## src/rtl/key_sw_input_io_if.sv

```systemverilog
// CPU I/O bus between the processor read/write path and the key/switch peripheral.
interface key_sw_input_io_if;
    logic        io_sel;
    logic [7:0]  addr;
    logic        memwrite;
    logic [31:0] writedata;
    logic [31:0] readdata;

    modport master (
        output io_sel,
        output addr,
        output memwrite,
        output writedata,
        input  readdata
    );

    modport slave (
        input  io_sel,
        input  addr,
        input  memwrite,
        input  writedata,
        output readdata
    );
endinterface

```

## src/rtl/key_sw_input_io.sv

```systemverilog
// Key/switch input peripheral: 2-flop sync, per-key debounce, W1C press capture, CPU read mux.
// Optional KEY_SW_IRQ_EN adds an interrupt mask register at addr[7] and a registered irq output.
module key_sw_input_io #(
    parameter int unsigned NKEY            = 4,
    parameter int unsigned NSW             = 10,
    parameter int unsigned DEBOUNCE_CYCLES = 3
) (
    input  logic                clk,
    input  logic                reset,
    input  logic [NKEY-1:0]     key_raw,
    input  logic [NSW-1:0]      sw_raw,
    key_sw_input_io_if.slave    bus,
`ifdef KEY_SW_IRQ_EN
    output logic                irq,
`endif
    output logic [NKEY-1:0]     key_level
);

    localparam int unsigned CW = (DEBOUNCE_CYCLES > 1) ? $clog2(DEBOUNCE_CYCLES) : 1;

    // Key sync flops hold the raw active-low level, so reset to 1 means "released".
    logic [NKEY-1:0] key_s1;
    logic [NKEY-1:0] key_s2;
    logic [NSW-1:0]  sw_s1;
    logic [NSW-1:0]  sw_sync;
    logic [NKEY-1:0] key_sync;
    logic [CW-1:0]   cnt     [NKEY];
    logic [CW-1:0]   cnt_nxt [NKEY];
    logic [NKEY-1:0] level_nxt;
    logic [NKEY-1:0] rise;
    logic [NKEY-1:0] clr;
    logic [NKEY-1:0] edge_cap;
    logic [NKEY-1:0] edge_nxt;
`ifdef KEY_SW_IRQ_EN
    logic [NKEY-1:0] mask;
    logic            mask_we;
`endif
    logic            unused_bits;

    assign key_sync = ~key_s2;

    // Debounce: flip the stable level once the synced input has differed for DEBOUNCE_CYCLES cycles.
    always_comb begin
        level_nxt = key_level;
        for (int i = 0; i < int'(NKEY); i++) begin
            cnt_nxt[i] = '0;
            if (key_sync[i] != key_level[i]) begin
                if (cnt[i] == CW'(DEBOUNCE_CYCLES - 1)) begin
                    level_nxt[i] = ~key_level[i];
                end else begin
                    cnt_nxt[i] = cnt[i] + CW'(1);
                end
            end
        end
    end

    // Press capture: a new press wins over a same-cycle W1C clear of that bit.
    always_comb begin
        rise     = level_nxt & ~key_level;
        clr      = '0;
        if (bus.io_sel && bus.addr[6] && bus.memwrite) begin
            clr = bus.writedata[NKEY-1:0];
        end
        edge_nxt = (edge_cap & ~clr) | rise;
    end

`ifdef KEY_SW_IRQ_EN
    assign mask_we = bus.io_sel && bus.addr[7] && bus.memwrite;
`endif

    always_ff @(posedge clk) begin
        if (!reset) begin
            key_s1    <= '1;
            key_s2    <= '1;
            sw_s1     <= '0;
            sw_sync   <= '0;
            key_level <= '0;
            edge_cap  <= '0;
            for (int i = 0; i < int'(NKEY); i++) begin
                cnt[i] <= '0;
            end
`ifdef KEY_SW_IRQ_EN
            mask      <= '0;
            irq       <= 1'b0;
`endif
        end else begin
            key_s1    <= key_raw;
            key_s2    <= key_s1;
            sw_s1     <= sw_raw;
            sw_sync   <= sw_s1;
            key_level <= level_nxt;
            edge_cap  <= edge_nxt;
            for (int i = 0; i < int'(NKEY); i++) begin
                cnt[i] <= cnt_nxt[i];
            end
`ifdef KEY_SW_IRQ_EN
            if (mask_we) begin
                mask <= bus.writedata[NKEY-1:0];
            end
            irq       <= |(edge_cap & mask);
`endif
        end
    end

    // Read mux: one-hot address bits, lowest bit wins.
    always_comb begin
        bus.readdata = '0;
        if (bus.io_sel) begin
            if (bus.addr[4]) begin
                bus.readdata = 32'(key_level);
            end else if (bus.addr[5]) begin
                bus.readdata = 32'(sw_sync);
            end else if (bus.addr[6]) begin
                bus.readdata = 32'(edge_cap);
`ifdef KEY_SW_IRQ_EN
            end else if (bus.addr[7]) begin
                bus.readdata = 32'(mask);
`endif
            end
        end
    end

    assign unused_bits = ^{bus.addr[3:0], bus.addr[7], bus.writedata};

endmodule
```

## src/flat_wrapper.sv

```systemverilog
// flat-port wrapper written by rule: the top's interface ports become plain ports
module key_sw_input_io_flat 
#(
    parameter int unsigned NKEY            = 4,
    parameter int unsigned NSW             = 10,
    parameter int unsigned DEBOUNCE_CYCLES = 3
)
  (clk, reset, key_raw, sw_raw, key_level, bus_io_sel, bus_addr, bus_memwrite, bus_writedata, bus_readdata);
  key_sw_input_io_if bus_i ();
  input  logic clk;
  input  logic reset;
  input  logic [NKEY-1:0] key_raw;
  input  logic [NSW-1:0] sw_raw;
  output logic [NKEY-1:0] key_level;
  input wire logic [$bits(bus_i.io_sel)-1:0] bus_io_sel;
  input wire logic [$bits(bus_i.addr)-1:0] bus_addr;
  input wire logic [$bits(bus_i.memwrite)-1:0] bus_memwrite;
  input wire logic [$bits(bus_i.writedata)-1:0] bus_writedata;
  output wire logic [$bits(bus_i.readdata)-1:0] bus_readdata;
  assign bus_i.io_sel = bus_io_sel;
  assign bus_i.addr = bus_addr;
  assign bus_i.memwrite = bus_memwrite;
  assign bus_i.writedata = bus_writedata;
  assign bus_readdata = bus_i.readdata;
  key_sw_input_io #(.NKEY(NKEY), .NSW(NSW), .DEBOUNCE_CYCLES(DEBOUNCE_CYCLES)) u_core (.clk(clk), .reset(reset), .key_raw(key_raw), .sw_raw(sw_raw), .bus(bus_i), .key_level(key_level));
endmodule
```

## config.mk

```make
export PLATFORM = sky130hd
export DESIGN_NAME = key_sw_input_io_flat
export DESIGN_NICKNAME = d
export VERILOG_FILES = /design/src/rtl/key_sw_input_io_if.sv /design/src/rtl/key_sw_input_io.sv /design/src/flat_wrapper.sv
export SDC_FILE = /design/constraint.sdc
export NUM_CORES = 1
export LEC_CHECK = 0
export CORE_ASPECT_RATIO = 1.1
export CORE_MARGIN = 4
export CORE_UTILIZATION = 36
export CTS_BUF_LIST = sky130_fd_sc_hd__clkbuf_8
export CTS_CLUSTER_DIAMETER = 30
export DETAILED_ROUTE_END_ITERATION = 16
export GPL_ROUTABILITY_DRIVEN = 1
export GPL_TIMING_DRIVEN = 0
export PLACE_DENSITY = 0.78
export RECOVER_POWER = 50
export SLEW_MARGIN = 20
export SYNTH_ARGS = -nofsm -noshare
export SYNTH_HDL_FRONTEND = slang
export SYNTH_SLANG_ARGS = --single-unit
```

## constraint.sdc

```tcl
create_clock -name clk -period 1.2 [get_ports clk]
set_input_delay 0.18 -clock clk [delete_from_list [all_inputs] [get_ports clk]]
set_output_delay 0.18 -clock clk [all_outputs]
set_load 0.005 [all_outputs]
```

Yosys cells after proc, flatten, opt, wreduce, memory -nomap -nowiden. Memory sizes are Yosys's and may differ from the RTL's. Index checks and enable logic that the tools add are counted. W data, S select, Z words.

$add $sub $neg: 4. Equality and inequality tests: 8. Mux-type cells: 27. Bitwise gates (word level): 14. Reductions and logical operators: 2.

Operators by type and width (count): $mux W32 (3); $mux W2 (12); $not A4 Y4 (3); $mux W1 (10); $add A2 B1 Y2 const B (4); $and A4 B4 Y4 (2); $eq A2 B2 Y1 const B (4); $mux W4 (2); $ne A1 B1 Y1 (4); $not A1 Y1 (4); $or A1 B1 Y1 (4); $or A4 B4 Y4 (1); $logic_and A1 B1 Y1 (2).

Bits in registers: 36. Memory bits (writable): 8. Bits of input ports: 58. Output and inout port bits: 36. Memories kept: 1.

Memories: u_core.cnt (words 4, bits a word 2, read ports 4, clocked after Yosys merged registers in 0, write ports 4, RTL line key_sw_input_io.sv:27) `logic [CW-1:0] cnt [NKEY];`.

Depth between registers and ports, before layout. Gate-level depths: netlist of the first run.

Depth in word-level cells: 6. Gate-level depth with buffers: 4. Depth with buffers taken out: 4.

Least setup slack after synthesis of the first run. OpenSTA, ideal clock, no wires.

Path type: register to register. From: memory u_core.cnt[3][0] in the netlist's numbering. To: register u_core.edge_cap[3]. Data arrival time: 0.990 ns. Path slack: 0.094 ns. Cell stages (with the launch flop): 5. Buffers on the path: 0. Period minus slack after synthesis: 1.106 ns. Cell sequence: dfxtp_1 -> inv_1 -> ha_1 -> and4bb_2 -> a31o_2.

RTL lines: start: declaration (RTL line key_sw_input_io.sv:27); end signal: assignment (RTL line key_sw_input_io.sv:92) `edge_cap <= edge_nxt;`; end: declaration (RTL line key_sw_input_io.sv:32) `logic [NKEY-1:0] edge_cap;`.

Worst setup path after layout of the first run.
From: register u_core.key_level[1]. To: output port bus_readdata[1].

Longest elaborated chain between the ends: 2.

RTL lines: start: declaration (RTL line key_sw_input_io.sv:16) `output logic [NKEY-1:0] key_level`; start signal: assignment (RTL line key_sw_input_io.sv:91) `key_level <= level_nxt;`; $mux W32 (RTL line key_sw_input_io.sv:109) `if (bus.addr[4]) begin`; $mux W32 (RTL line key_sw_input_io.sv:108) `if (bus.io_sel) begin`; end: declaration (RTL line flat_wrapper.sv:19) `output wire logic [$bits(bus_i.readdata)-1:0] bus_readdata;`.

Every way passes these cells.

==> results.yml, run 1 <==
sta:
  skew_ps: 9.053
  fmax_mhz: 760.1
  finalSetupTns_ps: -405.1
  setup_viol: 4
  drv_slew: 0
  hold_viol_final: 0
  finalCritPeriodShare: 1.096
  min_period_ps: 1316
  setup_ws_ps: -115.6
  rsz0062_at_grt: "true"
cts:
  clock_latency_ps: 290
  clock_path_buffers: 2
  postCtsHoldBufs: 0
  cts_sinks: 44
  htree_num_levels: 2
  cts_buffers: 5
  clk_pin_slew_ps: 80
  cts_tree: "done"
  cts-root-buf: "clkbuf_8"
yosys:
  yosysSeqAreaShare: 0.5109
  yosys_warnings: 0
  yosys_register_bits: 44
  netlist.area_leader.share: 0.5109
  synth.area.top_cells: "dfxtp_1 51%, buf_4 10%, and2_1 9.4%, ha_1 2.9%, nand2b_1 2.9%"
  synth.distinct_cells: 26
  synthesis.area_mm2: 0.001724
  synth.largest_area_cell: "dfxtp_1"
  synth_cells: 168
  avgSynthCellArea_um2: 10.26
status:
  status: "complete, but fails checks"
  violations: "setup timing"
global_routing:
  groute.usage.overall: 0.1131
  grt_max_degree: 15
  antenna_found_initial: 0
  grt_pass1_vias: 1170
  grt_pass1_wl_mm: 5.050
  overflow: 0
min_path:
  worstHoldPathType: "input port to register"
  min_path_cells: 2
  worstHoldStart: "reset"
  hold_path_end: "u_core.key_s2[3]"
pwr:
  p_sw_frac: 0.2188
  p_switching_mw: 0.5948
  peakVddDrop_v: 0.0006050
  power.density_mw_per_mm2: 1145
  internal_power_mw: 2.123
  clkPwrFrac: 0.347
  p_leak_nw: 1.029
  combPwrFrac: 0.097
  p_seq_frac: 0.556
critical_path:
  crit_type: "register to output pin"
  cp.required_ps: 1020
  arrival_ps: 1140
  worstPathMaxFanout: 5
  end_kind: "output pin"
  reg2reg_to: "u_core.edge_cap[3]"
  r2r_slack_ps: 70
  r2r_start: "u_core.cnt[3][0]"
  reg2reg_depth: 4
  worstSetupStartpointType: "register"
drt:
  routed_wl_mm: 3.112
  via_per_inst: 4.171
  vias: 1222
  drtPass1Iterations: 4
  drt-initial-drc-count: 42
  antenna_left: 0
  drc: 0
  wl_per_cell_um: 10.62
die:
  fp.dieArea_mm2: 0.005962
  ioPinCount: 94
  rows: 26
  start_util: 0.3706
  die_h_um: 80.58
  core_mm2: 0.004652
  die_w_um: 73.99
finish:
  finalNonFillerCells: 293
  area_growth_pct: 37.66
  seqCellArea_um2: 900.9
  n_fill_cell: 438
  drive_gt1_frac: 0.2700
  multiInputGateArea_um2: 721.9
  n_antenna_cell: 0
  final_nets: 298
place:
  io_buffers: 37
  detailed_place_hpwl_mm: 2.396
  gp_congestion: 0.7846
  dp.cells: 282
flow_run:
  drv_cap: 0
## critical path, stage by stage (launching register included)
cell	delay [ps]
dfxtp_4	380
inv_2	40
a221oi_2	270
buf_2	150
## power groups by stage
| stage | Combinational [mW] | Clock [mW] | Sequential [mW] |
|---|---|---|---|
| floorplan | 0.149 | 0 | 1.55 |
| global placement | 0.264 | 0 | 1.55 |
| detailed placement | 0.268 | 0 | 1.56 |
| CTS | 0.266 | 0.972 | 1.51 |
| global route | 0.293 | 1.04 | 1.52 |
| finish | 0.262 | 0.944 | 1.51 |
## through the flow
step	area (µm²)	total power [mW]	hold WS, ps	util	setup slack, ps
floorplan	1803	1.701	253.0	-	94.24
global placement	2243	1.817	385.9	0.4822	-781.9
detailed placement	2243	1.823	392.1	0.4822	-787.3
CTS	2366	2.750	259.2	0.5086	-128.2
global route	2374	2.850	268.4	0.5102	-203.6
finish	2374	2.718	248.3	0.5102	-115.6
## how the worst max path moves through the flow
stage                                    from  slack [ps]  cells past startpoint            endpoint
after floorplan              u_core.cnt[3][0]          90                      4  u_core.edge_cap[3]
after global placement            bus_addr[5]        -780                      4     bus_readdata[2]
after global routing       u_core.edge_cap[1]        -200                      3     bus_readdata[1]
final                     u_core.key_level[1]        -120                      3     bus_readdata[1]
after CTS                 u_core.key_level[1]        -130                      3     bus_readdata[1]
after detailed placement          bus_addr[5]        -790                      4     bus_readdata[2]
## synthesized netlist by cell type, drive strengths merged
cell and number:
ha 4, nand2 3, a221oi 4, and4bb 2, conb 1, or2b 4
nand2b 8, nor4 8, inv 10, and3b 1, a31o 2, nor2 2
nand4 2, and4 2, and2 26, o32ai 2, a211oi 2, a21oi 6
dfxtp 44, nand3b 4, clkbuf 2, buf 25, xor2 4
## placed cells by master (no fill, tap or decap), drive strengths merged, types with 2 or more instances in the layout
master and n:
dlygate4sd3 2, a221oi 4, nand2b 8, nor4 8, o32ai 2, conb 22
clkinvlp 2, clkbuf 10, nand3b 4, buf 33, xor2 4, a21oi 6
a211oi 2, nand2 3, ha 4, clkdlybuf4s50 17, and4bb 2, dlygate4sd2 10
nand4 2, and4 2, a31o 2, dfxtp 44, inv 10, and2 26
or2b 4, nor2 2
## flip-flops by register name, indices dropped and copies added, names as in the netlist
signal            flops
u_core.sw_sync       10
u_core.key_s2         4
u_core.key_level      4
u_core.edge_cap       4
u_core.key_s1         4
u_core.cnt            8
u_core.sw_s1         10
## layer usage
layer,up-vias,wire length [µm],track usage,share of wire
met5,-,0,0,0
met4,0,59,0.04891,0.019
met3,7,290,0.04380,0.093
met2,36,1550,0.2030,0.50
met1,525,1211,0.1135,0.39
li1,654,-,-,-
## area by class of cell
type | instances | area share
sequential | 44 | 0.3795
inverter | 10 | 0.01581
tap | 56 | 0.02952
clock inverter | 2 | 0.006326
timing repair buffer | 40 | 0.1460
buffer | 27 | 0.08382
multi-input combinational | 108 | 0.3042
clock buffer | 6 | 0.03479
## cells by family after synthesis
| kind of cell | synth area share |
|---|---|
| flip-flops | 0.5109 |
| XOR/XNOR | 0.02032 |
| AND/OR/NAND/NOR | 0.2351 |
| adder cells (fa/ha/maj) | 0.02903 |
| other | 0.002175 |
| AO/OA/AOI/OAI | 0.06676 |
| buffers and inverters | 0.1357 |
## timing repair
| action | CTS | global route |
|---|---|---|
| gates resized for setup | 53 | 10 |
| pin swaps | 2 | 2 |
| setup buffers | 3 | 0 |
| gates cloned | 0 | 0 |
| setup endpoints to repair | 14 | 18 |
Note: power is estimated with default switching activity, not from simulation.
==> run 2: changes to the inputs <==
--- a/config.mk
+++ b/config.mk
@@ -5,6 +5,7 @@
 export SDC_FILE = /design/constraint.sdc
 export NUM_CORES = 1
 export LEC_CHECK = 0
+export ABC_AREA = 1
 export CORE_ASPECT_RATIO = 1.1
 export CORE_MARGIN = 4
 export CORE_UTILIZATION = 36
@@ -13,9 +14,8 @@
 export DETAILED_ROUTE_END_ITERATION = 16
 export GPL_ROUTABILITY_DRIVEN = 1
 export GPL_TIMING_DRIVEN = 0
-export PLACE_DENSITY = 0.78
+export PLACE_DENSITY = 0.77
 export RECOVER_POWER = 50
-export SLEW_MARGIN = 20
 export SYNTH_ARGS = -nofsm -noshare
 export SYNTH_HDL_FRONTEND = slang
 export SYNTH_SLANG_ARGS = --single-unit
==> run 2 against run 1 <==
Effect of this change: the run still ends with setup timing left; register-to-register slack improved by 150 ps; first-iteration DRC count increased by 60%; clock skew decreased by 3.2 ps; combinational power increased by 2%; worst setup slack improved by 100 ps; largest cell class unchanged.
==> results.yml, run 2 <==
pwr:
  p_switching_mw: 0.5907
  p_sw_frac: 0.2072
  p_seq_frac: 0.532
  p_leak_nw: 1.313
  internal_power_mw: 2.260
  clkPwrFrac: 0.374
  peakVddDrop_v: 0.0004667
  combPwrFrac: 0.093
  power.density_mw_per_mm2: 1154
  power_mw: 2.851
place:
  dp_slack_ps: -747.9
  io_buffers: 38
  gp_congestion: 0.7295
  detailed_place_hpwl_mm: 2.461
die:
  start_util: 0.3772
  die_h_um: 81.73
  core_mm2: 0.004717
  fp.dieArea_mm2: 0.006132
  die_w_um: 75.03
  ioPinCount: 94
  rows: 26
sta:
  rsz0062_at_grt: "true"
  finalCritPeriodShare: 1.010
  drv_slew: 0
  hold_viol_final: 0
  min_period_ps: 1212
  skew_ps: 5.861
  fmax_mhz: 825.3
  setup_viol: 3
  setup_ws_ps: -11.65
drt:
  drt-initial-drc-count: 67
  vias: 1430
  wl_per_cell_um: 8.986
  antenna_left: 0
  drtPass1Iterations: 4
  via_per_inst: 3.961
  routed_wl_mm: 3.244
  drc: 0
global_routing:
  antenna_found_initial: 0
  groute.usage.overall: 0.1095
  grt_pass1_vias: 1225
  grt_pass1_wl_mm: 5.016
  grt_max_degree: 14
  overflow: 0
yosys:
  yosys_warnings: 0
  synth.largest_area_cell: "dfxtp_1"
  synth_common_cells: "44 x dfxtp_1, 44 x inv_1, 42 x nand2_1"
  synth_cells: 231
  synth.distinct_cells: 16
  synth.area.top_cells: "dfxtp_1 50%, buf_4 9.3%, inv_1 9.3%, nand2_1 8.9%, nor2_1 7.0%"
  avgSynthCellArea_um2: 7.702
  yosysSeqAreaShare: 0.4951
  synth_ff_type: "dfxtp_1"
  yosys_register_bits: 44
  synth-edff-count: 0
  synthesis.area_mm2: 0.001779
  netlist.area_leader.share: 0.4951
  async_flop_share: 0
critical_path:
  r2r_slack_ps: 220
  worstPathMaxFanout: 3
  worstSetupStartpointType: "register"
  reg2reg_depth: 5
  crit_type: "register to output pin"
  r2r_start: "u_core.cnt[1][0]"
  reg2reg_to: "u_core.cnt[1][0]"
  arrival_ps: 1030
  cp.required_ps: 1020
  end_kind: "output pin"
cts:
  cts_tree: "done"
  postCtsHoldBufs: 0
  clock_path_buffers: 2
  cts_sinks: 44
  htree_num_levels: 2
  clock_latency_ps: 290
  clk_pin_slew_ps: 80
  cts-root-buf: "clkbuf_8"
  cts_buffers: 5
min_path:
  hold_path_end: "u_core.key_s2[3]"
  worstHoldStart: "u_core.key_s1[3]"
  min_path_cells: 1
  worstHoldPathType: "register to register"
finish:
  fin_util: 0.5236
  final_cell_mix: "45 x inv_1, 39 x nand2_1, 35 x dfxtp_1"
  final_nets: 366
  reg.largest.list: "u_core.sw_s1 (10), u_core.sw_sync (10), u_core.cnt (8)"
  final_common_cell: "inv_1"
  area_growth_pct: 38.82
  drive_gt1_frac: 0.2066
  n_antenna_cell: 0
flow_run:
  drv_cap: 0
status:
  violations: "setup timing"
  status: "complete, but fails checks"
==> run 2: changes by cell type in the layout (fill, tap and decap cells not counted), sizes merged, moves of 4 or more <==
cell | before | now
and2 | 26 | 0
or2b | 4 | 0
nand3b | 4 | 0
nand2 | 3 | 42
a221oi | 4 | 0
nand3 | 0 | 7
or2 | 0 | 8
o21ai | 0 | 6
nand2b | 8 | 0
nor4 | 8 | 0
nor2 | 2 | 33
inv | 10 | 47
xor2 | 4 | 0
==> run 2: power by group through the flow <==
| stage | Sequential (mW) | Clock (mW) | Combinational [mW] |
|---|---|---|---|
| floorplan | 1.55 | 0 | 0.151 |
| global placement | 1.56 | 0 | 0.258 |
| detailed placement | 1.56 | 0 | 0.262 |
| CTS | 1.52 | 1.10 | 0.266 |
| global route | 1.52 | 1.16 | 0.298 |
| finish | 1.52 | 1.07 | 0.266 |
==> run 2: worst max-delay path by stage <==
stage | from | cells past startpoint | slack (ps) | end
2_1_floorplan | u_core.cnt[1][0] | 5 | 320 | u_core.cnt[1][0]
3_3_place_gp | bus_addr[4] | 5 | -710 | bus_readdata[6]
3_5_place_dp | bus_addr[4] | 5 | -750 | bus_readdata[5]
4_1_cts | u_core.key_level[2] | 5 | -50 | bus_readdata[2]
5_1_grt | u_core.edge_cap[2] | 5 | -100 | bus_readdata[2]
6_report | u_core.key_level[3] | 5 | -10 | bus_readdata[3]
==> run 2: what timing repair did <==
item,CTS,global route
buffers inserted,5,1
gates cloned,1,0
resized for setup,50,9
pin swaps,7,9
setup endpoints to repair,14,7
==> run 2: through the flow <==
stage / TNS [ps] / area, µm² / instances / hold WS [ps]
finish: -32.78 / 2470 / 361 / 409.4
global route: -284.0 / 2470 / 361 / 414.9
CTS: -98.90 / 2456 / 360 / 404.0
detailed placement: -8281 / 2308 / 346 / 391.6
global placement: -7825 / 2308 / 346 / 387.3
floorplan: 0 / 1858 / 252 / 277.6
==> run 2: cells by family after synthesis <==
family / Yosys count / synth area share
adders and majority gates: 4 / 0.02813
AOI/OAI and AO/OA: 16 / 0.05345
DFF: 44 / 0.4951
buffers and inverters: 72 / 0.2011
and+or+nand+nor: 94 / 0.2201
other: 1 / 0.002108
==> run 2: cell type report <==
| cell class | count | area [µm²] |
|---|---|---|
| Inverter | 46 | 172.7 |
| Multi-Input combinational cell | 136 | 644.4 |
| Timing Repair Buffer | 44 | 385.4 |
| Fill cell | 456 | 2247 |
| Sequential cell | 44 | 899.6 |
| Clock buffer | 5 | 68.82 |
| Buffer | 26 | 182.7 |
| Tap cell | 56 | 70.07 |
| Clock inverter | 3 | 38.79 |
| Timing Repair inverter | 1 | 7.507 |
==> run 2: worst max-delay path, cell delays in order (launching register included) <==
cell     delay [ps]
dfxtp_4         360
nand2_2          60
nand2_1          40
nor2_1          100
nor2_1           60
buf_2           120
==> run 2: metal layers <==
| layer | GRT usage | share of wire | up-vias |
|---|---|---|---|
| li1 | - | - | 784 |
| met1 | 0.1160 | 0.42 | 595 |
| met2 | 0.1873 | 0.46 | 45 |
| met3 | 0.03917 | 0.097 | 6 |
| met4 | 0.05872 | 0.023 | 0 |
| met5 | 0 | 0 | - |
==> run 3: changes to the inputs <==
--- a/config.mk
+++ b/config.mk
@@ -16,6 +16,7 @@
 export GPL_TIMING_DRIVEN = 0
 export PLACE_DENSITY = 0.77
 export RECOVER_POWER = 50
+export SKIP_CTS_REPAIR_TIMING = 1
 export SYNTH_ARGS = -nofsm -noshare
 export SYNTH_HDL_FRONTEND = slang
 export SYNTH_SLANG_ARGS = --single-unit
==> run 3 against run 2 <==
Effect of this change: flip-flop and latch count stayed put; final area is 2.0% higher; via count is 0.84% higher; utilization is 1.0 points higher; maximum frequency is 3.3% lower; final cell count stayed put; the run still ends with setup timing left; critical endpoint is now bus_readdata[1]; die area stayed put; worst hold slack worse by 0.79 ps; clock skew is 0.53 ps higher.
==> results.yml, run 3 (synthesis results as in run 2) <==
pwr:
  peakVddDrop_v: 0.0004658
  p_seq_frac: 0.530
  internal_power_mw: 2.263
  p_leak_nw: 1.487
  combPwrFrac: 0.095
  p_switching_mw: 0.5939
  power.density_mw_per_mm2: 1134
  p_sw_frac: 0.2079
  clkPwrFrac: 0.374
drt:
  via_per_inst: 3.994
  wl_per_cell_um: 9.089
  drtPass1Iterations: 4
  drc: 0
  vias: 1442
  antenna_left: 0
  drt-initial-drc-count: 71
  routed_wl_mm: 3.281
sta:
  drv_slew: 0
  hold_viol_final: 0
  finalCritPeriodShare: 1.044
  fmax_mhz: 798.4
  skew_ps: 6.390
  setup_viol: 3
  rsz0062_at_grt: "true"
  holdWs_ps: 408.7
  setup_ws_ps: -52.51
  min_period_ps: 1253
finish:
  reg.largest.list: "u_core.sw_s1 (10), u_core.sw_sync (10), u_core.cnt (8)"
  finalNonFillerCells: 361
  drive_gt1_frac: 0.2000
  n_antenna_cell: 0
  design_area_mm2: 0.002519
  fin_util: 0.5340
  area_growth_pct: 41.56
  final_nets: 366
  final_cell_mix: "45 x inv_1, 39 x nand2_1, 34 x dfxtp_1"
  final_common_cell: "inv_1"
place:
  gp_congestion: 0.7295
  dp_slack_ps: -747.9
  placed_cell_area_mm2: 0.002308
  dp.cells: 346
  io_buffers: 38
  detailed_place_hpwl_mm: 2.461
global_routing:
  overflow: 0
  antenna_found_initial: 0
  grt_pass1_vias: 1174
  groute.usage.overall: 0.1058
  grt_pass1_wl_mm: 4.836
  grt_max_degree: 14
critical_path:
  r2r_slack_ps: 220
  cpPeakStageDelay_ps: 140
  worstPathMaxFanout: 6
  reg2reg_to: "u_core.cnt[1][0]"
  end_kind: "output pin"
  r2r_start: "u_core.cnt[1][0]"
  cp.required_ps: 1020
  path_cells: "buf_4 -> inv_2 -> buf_4 -> buf_4 -> nand3_1 -> nand2_1 -> nor2_1 -> nor2_1 -> buf_2"
  crit_type: "input port to output pin"
  reg2reg_depth: 5
  arrival_ps: 1070
  critPathSlowestCell: "buf_4"
  worstSetupStartpointType: "input port"
  cpMostUsedCell: "buf_4"
cts:
  cts_sinks: 44
  clock_path_buffers: 2
  htree_num_levels: 2
  cts_tree: "done"
  clk_pin_slew_ps: 80
  cts_buffers: 5
  clock_latency_ps: 290
  cts-root-buf: "clkbuf_8"
flow_run:
  drv_cap: 0
min_path:
  worstHoldPathType: "input port to register"
  hold_path_end: "u_core.edge_cap[2]"
  worstHoldStart: "bus_addr[6]"
  min_path_cells: 4
status:
  status: "complete, but fails checks"
  violations: "setup timing"
die:
  die_h_um: 81.73
  die_w_um: 75.03
  ioPinCount: 94
  fp.dieArea_mm2: 0.006132
  rows: 26
  core_mm2: 0.004717
  start_util: 0.3772
## run 3: cell types whose count changed in the layout (fill, tap and decap cells not counted), moves of 2 or more
cell             before  now
dlygate4sd2_1         9    0
clkbuf_2              3    1
o21ai_0               5    3
dlymetal6s2s_1        0   13
clkdlybuf4s15_1       2    0
o21ai_1               1    3
## run 3: worst max-delay path: cells and delay by family
kind	cells	cell delay, ps
buf+inv	5	590
simple gates	4	300
## run 3: cell type report
class	instances	area, µm²
Timing Repair inverter	1	7.507
Multi-Input combinational cell	136	639.4
Tap cell	56	70.07
Inverter	46	172.7
Fill cell	451	2198
Sequential cell	44	903.4
Clock inverter	3	38.79
Buffer	26	182.7
Timing Repair Buffer	44	435.4
Clock buffer	5	68.82
## run 3: worst max-delay path by stage
stage | start | to | slack (ps) | cells after the start
finish | bus_addr[4] | bus_readdata[1] | -50 | 9
detailed placement | bus_addr[4] | bus_readdata[5] | -750 | 5
global route | u_core.key_level[2] | bus_readdata[2] | -110 | 5
CTS | bus_addr[4] | bus_readdata[5] | -750 | 5
global placement | bus_addr[4] | bus_readdata[6] | -710 | 5
floorplan | u_core.cnt[1][0] | u_core.cnt[1][0] | 320 | 5
## run 3: routing by layer
metal / up-vias / GRT usage / part of all wire
met3: 7 / 0.04162 / 0.099
met4: 0 / 0.05872 / 0.022
met2: 45 / 0.1777 / 0.46
met1: 607 / 0.1116 / 0.42
li1: 783 / - / -
met5: - / 0 / 0
## run 3: power groups by stage
| stage | registers [mW] | clock network, mW | logic, mW |
|---|---|---|---|
| after floorplan | 1.55 | 0 | 0.151 |
| after global placement | 1.56 | 0 | 0.258 |
| after detailed placement | 1.56 | 0 | 0.262 |
| after CTS | 1.52 | 1.10 | 0.263 |
| after global routing | 1.52 | 1.16 | 0.303 |
| final | 1.52 | 1.07 | 0.272 |
## run 3: metrics by stage
step                power, mW  setup TNS, ps
floorplan               1.705              0
global placement        1.815          -7825
detailed placement      1.820          -8281
CTS                     2.891          -7926
global route            2.983         -294.0
finish                  2.857         -124.6
